**src/rtl/axi_rd_arbiter_if.sv**
```systemverilog
// Bundles for the arbiter: a core-side SRAM-like read port and a single-beat AXI read channel.
// The arbiter sits on the slave side of the core ports and the master side of the AXI port.
interface sram_rd_if #(
  parameter int ADDR_W = 32,
  parameter int DATA_W = 32
);
  logic              req;
  logic [ADDR_W-1:0] addr;
  logic [1:0]        size;
  logic              addr_ok;
  logic              data_ok;
  logic [DATA_W-1:0] rdata;

  modport master (output req, addr, size, input addr_ok, data_ok, rdata);
  modport slave  (input req, addr, size, output addr_ok, data_ok, rdata);
endinterface

interface axi_rd_if #(
  parameter int ADDR_W = 32,
  parameter int DATA_W = 32
);
  logic [3:0]        arid;
  logic [ADDR_W-1:0] araddr;
  logic [2:0]        arsize;
  logic [7:0]        arlen;
  logic              arvalid;
  logic              arready;
  logic [3:0]        rid;
  logic [DATA_W-1:0] rdata;
  logic              rlast;
  logic              rvalid;
  logic              rready;

  modport master (output arid, araddr, arsize, arlen, arvalid, rready,
                  input arready, rid, rdata, rlast, rvalid);
  modport slave  (input arid, araddr, arsize, arlen, arvalid, rready,
                  output arready, rid, rdata, rlast, rvalid);
endinterface

```
**src/rtl/axi_rd_arbiter.sv**
```systemverilog
// Round-robin arbiter sharing one single-beat AXI read channel between the
// instruction-fetch and data-load ports; one transaction outstanding at a time.
//
//   state  | meaning
//   IDLE   | waiting for a request; grants one and latches its address
//   ADDR   | arvalid high, holding address/ID stable until arready
//   DATA   | rready high, waiting for the single read beat
module axi_rd_arbiter #(
  parameter int         ADDR_W  = 32,
  parameter int         DATA_W  = 32,
  parameter logic [3:0] ID_INST = 4'd0,
  parameter logic [3:0] ID_DATA = 4'd1
) (
  input  logic     clk,
  input  logic     rst,
  sram_rd_if.slave inst_if,
  sram_rd_if.slave data_if,
  axi_rd_if.master axi_if,
  output logic     rid_err
);

  typedef enum logic [1:0] {
    S_IDLE = 2'd0,
    S_ADDR = 2'd1,
    S_DATA = 2'd2
  } state_t;

  state_t            r_state;
  logic              r_last_data;
  logic              r_owner_data;
  logic [ADDR_W-1:0] r_araddr;
  logic [2:0]        r_arsize;
  logic [3:0]        r_arid;
  logic              r_arvalid;
  logic              r_rready;
  logic              r_inst_data_ok;
  logic              r_data_data_ok;
  logic [DATA_W-1:0] r_inst_rdata;
  logic [DATA_W-1:0] r_data_rdata;
  logic              r_rid_err;

  logic w_idle;
  logic w_grant_inst;
  logic w_grant_data;
  logic w_unused;

  // Gated by rst so a request seen during reset is never acknowledged.
  assign w_idle = (r_state == S_IDLE) && !rst;

  // On contention the port that did not win last time gets the grant.
  assign w_grant_inst = w_idle && inst_if.req && (!data_if.req ||  r_last_data);
  assign w_grant_data = w_idle && data_if.req && (!inst_if.req || !r_last_data);

  // Single-beat bursts only, so rlast carries no information.
  assign w_unused = axi_if.rlast;

  always_ff @(posedge clk or posedge rst) begin
    if (rst) begin
      r_state        <= S_IDLE;
      r_last_data    <= 1'b0;
      r_owner_data   <= 1'b0;
      r_araddr       <= '0;
      r_arsize       <= 3'd0;
      r_arid         <= 4'd0;
      r_arvalid      <= 1'b0;
      r_rready       <= 1'b0;
      r_inst_data_ok <= 1'b0;
      r_data_data_ok <= 1'b0;
      r_inst_rdata   <= '0;
      r_data_rdata   <= '0;
      r_rid_err      <= 1'b0;
    end else begin
      r_inst_data_ok <= 1'b0;
      r_data_data_ok <= 1'b0;
      case (r_state)
        S_IDLE: begin
          if (w_grant_data) begin
            r_araddr     <= data_if.addr;
            r_arsize     <= {1'b0, data_if.size};
            r_arid       <= ID_DATA;
            r_owner_data <= 1'b1;
            r_last_data  <= 1'b1;
            r_arvalid    <= 1'b1;
            r_state      <= S_ADDR;
          end else if (w_grant_inst) begin
            r_araddr     <= inst_if.addr;
            r_arsize     <= {1'b0, inst_if.size};
            r_arid       <= ID_INST;
            r_owner_data <= 1'b0;
            r_last_data  <= 1'b0;
            r_arvalid    <= 1'b1;
            r_state      <= S_ADDR;
          end
        end
        S_ADDR: begin
          if (axi_if.arready) begin
            r_arvalid <= 1'b0;
            r_rready  <= 1'b1;
            r_state   <= S_DATA;
          end
        end
        S_DATA: begin
          if (axi_if.rvalid) begin
            r_rready <= 1'b0;
            if (r_owner_data) begin
              r_data_rdata   <= axi_if.rdata;
              r_data_data_ok <= 1'b1;
            end else begin
              r_inst_rdata   <= axi_if.rdata;
              r_inst_data_ok <= 1'b1;
            end
            // A mismatched ID still completes; it is only flagged.
            if (axi_if.rid != r_arid) begin
              r_rid_err <= 1'b1;
            end
            r_state <= S_IDLE;
          end
        end
        default: begin
          r_state   <= S_IDLE;
          r_arvalid <= 1'b0;
          r_rready  <= 1'b0;
        end
      endcase
    end
  end

  assign inst_if.addr_ok = w_grant_inst;
  assign data_if.addr_ok = w_grant_data;
  assign inst_if.data_ok = r_inst_data_ok;
  assign data_if.data_ok = r_data_data_ok;
  assign inst_if.rdata   = r_inst_rdata;
  assign data_if.rdata   = r_data_rdata;

  assign axi_if.arid    = r_arid;
  assign axi_if.araddr  = r_araddr;
  assign axi_if.arsize  = r_arsize;
  assign axi_if.arlen   = 8'd0;
  assign axi_if.arvalid = r_arvalid;
  assign axi_if.rready  = r_rready;

  assign rid_err = r_rid_err;

endmodule

```
**src/flat_wrapper.sv**
```systemverilog
// flat-port wrapper written by rule: the top's interface ports become plain ports
module axi_rd_arbiter_flat 
#(
  parameter int         ADDR_W  = 32,
  parameter int         DATA_W  = 32,
  parameter logic [3:0] ID_INST = 4'd0,
  parameter logic [3:0] ID_DATA = 4'd1
)
  (clk, rst, rid_err, inst_if_req, inst_if_addr, inst_if_size, inst_if_addr_ok, inst_if_data_ok, inst_if_rdata, data_if_req, data_if_addr, data_if_size, data_if_addr_ok, data_if_data_ok, data_if_rdata, axi_if_arid, axi_if_araddr, axi_if_arsize, axi_if_arlen, axi_if_arvalid, axi_if_rready, axi_if_arready, axi_if_rid, axi_if_rdata, axi_if_rlast, axi_if_rvalid);
  sram_rd_if #(.ADDR_W(ADDR_W), .DATA_W(DATA_W)) inst_if_i ();
  sram_rd_if #(.ADDR_W(ADDR_W), .DATA_W(DATA_W)) data_if_i ();
  axi_rd_if #(.ADDR_W(ADDR_W), .DATA_W(DATA_W)) axi_if_i ();
  input  logic clk;
  input  logic rst;
  output logic rid_err;
  input wire logic [$bits(inst_if_i.req)-1:0] inst_if_req;
  input wire logic [$bits(inst_if_i.addr)-1:0] inst_if_addr;
  input wire logic [$bits(inst_if_i.size)-1:0] inst_if_size;
  output wire logic [$bits(inst_if_i.addr_ok)-1:0] inst_if_addr_ok;
  output wire logic [$bits(inst_if_i.data_ok)-1:0] inst_if_data_ok;
  output wire logic [$bits(inst_if_i.rdata)-1:0] inst_if_rdata;
  input wire logic [$bits(data_if_i.req)-1:0] data_if_req;
  input wire logic [$bits(data_if_i.addr)-1:0] data_if_addr;
  input wire logic [$bits(data_if_i.size)-1:0] data_if_size;
  output wire logic [$bits(data_if_i.addr_ok)-1:0] data_if_addr_ok;
  output wire logic [$bits(data_if_i.data_ok)-1:0] data_if_data_ok;
  output wire logic [$bits(data_if_i.rdata)-1:0] data_if_rdata;
  output wire logic [$bits(axi_if_i.arid)-1:0] axi_if_arid;
  output wire logic [$bits(axi_if_i.araddr)-1:0] axi_if_araddr;
  output wire logic [$bits(axi_if_i.arsize)-1:0] axi_if_arsize;
  output wire logic [$bits(axi_if_i.arlen)-1:0] axi_if_arlen;
  output wire logic [$bits(axi_if_i.arvalid)-1:0] axi_if_arvalid;
  output wire logic [$bits(axi_if_i.rready)-1:0] axi_if_rready;
  input wire logic [$bits(axi_if_i.arready)-1:0] axi_if_arready;
  input wire logic [$bits(axi_if_i.rid)-1:0] axi_if_rid;
  input wire logic [$bits(axi_if_i.rdata)-1:0] axi_if_rdata;
  input wire logic [$bits(axi_if_i.rlast)-1:0] axi_if_rlast;
  input wire logic [$bits(axi_if_i.rvalid)-1:0] axi_if_rvalid;
  assign inst_if_i.req = inst_if_req;
  assign inst_if_i.addr = inst_if_addr;
  assign inst_if_i.size = inst_if_size;
  assign inst_if_addr_ok = inst_if_i.addr_ok;
  assign inst_if_data_ok = inst_if_i.data_ok;
  assign inst_if_rdata = inst_if_i.rdata;
  assign data_if_i.req = data_if_req;
  assign data_if_i.addr = data_if_addr;
  assign data_if_i.size = data_if_size;
  assign data_if_addr_ok = data_if_i.addr_ok;
  assign data_if_data_ok = data_if_i.data_ok;
  assign data_if_rdata = data_if_i.rdata;
  assign axi_if_arid = axi_if_i.arid;
  assign axi_if_araddr = axi_if_i.araddr;
  assign axi_if_arsize = axi_if_i.arsize;
  assign axi_if_arlen = axi_if_i.arlen;
  assign axi_if_arvalid = axi_if_i.arvalid;
  assign axi_if_rready = axi_if_i.rready;
  assign axi_if_i.arready = axi_if_arready;
  assign axi_if_i.rid = axi_if_rid;
  assign axi_if_i.rdata = axi_if_rdata;
  assign axi_if_i.rlast = axi_if_rlast;
  assign axi_if_i.rvalid = axi_if_rvalid;
  axi_rd_arbiter #(.ADDR_W(ADDR_W), .DATA_W(DATA_W), .ID_INST(ID_INST), .ID_DATA(ID_DATA)) u_core (.clk(clk), .rst(rst), .inst_if(inst_if_i), .data_if(data_if_i), .axi_if(axi_if_i), .rid_err(rid_err));
endmodule
```
**config.mk**
```make
export PLATFORM = sky130hd
export DESIGN_NAME = axi_rd_arbiter_flat
export DESIGN_NICKNAME = d
export VERILOG_FILES = /design/src/rtl/axi_rd_arbiter_if.sv /design/src/rtl/axi_rd_arbiter.sv /design/src/flat_wrapper.sv
export SDC_FILE = /design/constraint.sdc
export NUM_CORES = 1
export LEC_CHECK = 0
export ABC_AREA = 1
export CORE_MARGIN = 1.5
export CORE_UTILIZATION = 38
export CTS_BUF_LIST = sky130_fd_sc_hd__clkbuf_2
export CTS_CLUSTER_DIAMETER = 40
export DETAILED_ROUTE_END_ITERATION = 12
export PLACE_DENSITY_LB_ADDON = 0.12
export SYNTH_ARGS = -nofsm -noshare
export SYNTH_HDL_FRONTEND = slang
export SYNTH_SLANG_ARGS = --single-unit
export TNS_END_PERCENT = 10
```
**constraint.sdc**
```tcl
create_clock -name clk -period 6.53 [get_ports clk]
set_input_delay 1.306 -clock clk [delete_from_list [all_inputs] [get_ports clk]]
set_output_delay 1.306 -clock clk [all_outputs]
set_load 0.01 [all_outputs]
```
==> run metrics <==
Synth warnings 0; TritonCTS Buffers 9; leakage power 3.29 nW; GR met2 Demand/Resource 0.303; power per cell area 401 nW/um^2; core area 11900 um^2; number of maximum-capacitance violations 0; count of nets left with antenna violations after detail routing 0; Cells after Synth 515; min cycle time layout 4540 ps; CP Data Required Time 5220 ps; maximum number of pins on one net before global-route repair 69; wire length reported by the detailed router 11.6 mm; clock tree from TritonCTS done; biggest area contributors in the synthesized netlist sky130_fd_sc_hd__dfrtp_1, sky130_fd_sc_hd__nand2_1, sky130_fd_sc_hd__o21ai_0; register area share after synthesis 0.576; measured slew at the worst slew-check pin 1160 ps; placed instance area 6720 um^2; clock sink total 106; most heavily used metal layer in global routing met2; net count reported at finish 825; HP Class register to register; Slew Limit Headroom 0.224; vias in the first global route 3864; count of port buffers added during placement 215; outcome finished, final reports clean; Layout Cells excl Fill 866; total number of vias 3988; Worst Slack Setup Final 1990 ps; library cell used as clock root buffer sky130_fd_sc_hd__clkbuf_2; DR iter-0 viols 233; instance count after placement with tap cells included 850; commonest non-fill, non-tap cell in the layout sky130_fd_sc_hd__clkdlybuf4s50_1; initial cell density of the core 0.386; buffers from clock root to sink, at most 2; post-CTS setup repair buffer count 0; residual overflow from global routing 0; worst reg-to-reg setup slack 4180 ps; global-route wire length before repair 18.7 mm; post-cts sizing count 0; critical path class input pin to primary output; initial antenna violation count 0; Tcrit/Tclk final 0.695; type of element capturing the critical path primary output; clock edge transition at the registers on the reported setup and hold paths 290 ps; First-pass DRT Iterations 4; depth of the CTS H-tree 3; Total Neg Setup Slack 0 ps; CTS Hold Buffers Added 0; Avg Synthesized Cell Area 8.94 um^2; die boundary width 113 um; DRC violation count after routing 0; total I/O pin count 229; antenna cells 0; fraction of layout cells with a size suffix above 1 0.0403; GR met1 Demand/Resource 0.230; Die Height 113 um; area share of the largest cell type after synthesis 0.576; max-slew violation count 0; f_max 220 MHz; Tot Pwr 2.73 mW; Final Hold Viols 0; growth of design area from synthesis to finish 48.0%; CP max FO 40; overall track demand over capacity in global routing 0.183; Worst Skew 27.5 ps; worst ir drop on vdd 0.000163 V; netlist area before placement 4600 um^2; unrepaired setup endpoints after global routing no; worst-case setup slack after placement 1950 ps; die outline area 12800 um^2; half-perimeter wire length of the detailed placement result 8.33 mm; grt met3 use 0.0525; per-cell routed wire length 13.4 um; routability congestion estimate 0.767; number of library cell types mapped by synthesis 25; clock latency of the later-clocked register in the worst-skew pair 550 ps; flip-flop and latch count after synthesis 106; final design instance area without fill 6810 um^2; Arrival @ worst endpoint 3230 ps; Placement Rows 40; final setup violation count 0; most frequent cells in the layout sky130_fd_sc_hd__clkdlybuf4s50_1, sky130_fd_sc_hd__nand2_1, sky130_fd_sc_hd__dfrtp_1; Worst Setup Start Kind input pin; via-per-instance ratio 4.61; post-synthesis cell type with the largest combined area sky130_fd_sc_hd__dfrtp_1
[through the flow]
step	hold WS, ps	utilization
floorplan	505	-
finish	513	0.572
CTS	520	0.572
global placement	455	0.564
detailed placement	462	0.564
global route	538	0.572
[cells by family after synthesis]
group | after synthesis | share of synthesized area
AO/OA/AOI/OAI | 105 | 0.137
XOR/XNOR | 1 | 0.00190
buffers and inverters | 114 | 0.124
flip-flops | 106 | 0.576
other | 1 | 0.000815
AND/OR/NAND/NOR | 188 | 0.159
[state kept, by name, summed over array words and instances (netlist names)]
name,cells
u_core.data_if.data_ok,1
u_core.data_if.rdata,32
u_core.r_state,2
u_core.axi_if.arid,1
u_core.axi_if.araddr,32
u_core.inst_if.data_ok,1
u_core.axi_if.arvalid,1
u_core.inst_if.rdata,32
u_core.rid_err,1
u_core.axi_if.rready,1
u_core.axi_if.arsize,2
[area by class of cell]
type,count,area (um^2)
clock buffers,9,45.0
clock inverters,7,52.6
fillers,1125,5100
inverters,74,283
multi-input cells,306,1430
flip-flops and latches,106,2650
well taps,147,184
repair buffers,217,2170
[synth_stat cells]
library cell               instances
sky130_fd_sc_hd__buf_6             7
sky130_fd_sc_hd__buf_2             9
sky130_fd_sc_hd__o211ai_1         34
sky130_fd_sc_hd__buf_4            21
sky130_fd_sc_hd__conb_1            1
sky130_fd_sc_hd__nand3b_1          1
sky130_fd_sc_hd__nor2_1            2
sky130_fd_sc_hd__nand2_2           2
sky130_fd_sc_hd__nand3_1           3
sky130_fd_sc_hd__o21bai_1          2
sky130_fd_sc_hd__a21oi_4           1
sky130_fd_sc_hd__clkinv_1          1
sky130_fd_sc_hd__inv_1            71
sky130_fd_sc_hd__nand3_2           1
sky130_fd_sc_hd__nand2_1         177
sky130_fd_sc_hd__inv_4             1
sky130_fd_sc_hd__inv_2             1
sky130_fd_sc_hd__dfrtp_1         106
sky130_fd_sc_hd__clkbuf_1          3
sky130_fd_sc_hd__nor2_4            1
sky130_fd_sc_hd__nor3_1            1
sky130_fd_sc_hd__a31o_2            1
sky130_fd_sc_hd__xnor2_1           1
sky130_fd_sc_hd__o22ai_1           1
sky130_fd_sc_hd__o21ai_0          66
[layer usage]
| metal | up-vias | share of wire | wire length [um] |
|---|---|---|---|
| li1 | 1979 | - | - |
| met1 | 1846 | 0.43 | 5000 |
| met2 | 149 | 0.47 | 5460 |
| met3 | 14 | 0.083 | 965 |
| met4 | 0 | 0.016 | 191 |
| met5 | - | 0 | 0 |
[power by group]
group	total, mW	switching (mW)	internal (mW)
Clock	0.273	0.219	0.0536
Combinational	1.33	0.609	0.725
Sequential	1.13	0.168	0.957
[critical path, cell delays in order]
cell and delay [ps]:
sky130_fd_sc_hd__clkdlybuf4s50_1 470, sky130_fd_sc_hd__inv_4 400, sky130_fd_sc_hd__nand3_2 230, sky130_fd_sc_hd__nor2_1 230
sky130_fd_sc_hd__clkdlybuf4s50_1 590
[path summary, 6_finish.rpt]
check,start,endpoint,cells after the start
max in group asynchronous,rst,u_core.inst_if.rdata[1],3
min reg2reg,u_core.rid_err,u_core.rid_err,1
max reg2reg,u_core.r_state[0],u_core.inst_if.rdata[29],5
min in group asynchronous,rst,u_core.axi_if.araddr[12],2
max,rst,inst_if_addr_ok,5
min,u_core.rid_err,u_core.rid_err,1
Note: power is estimated with default switching activity, not from simulation.
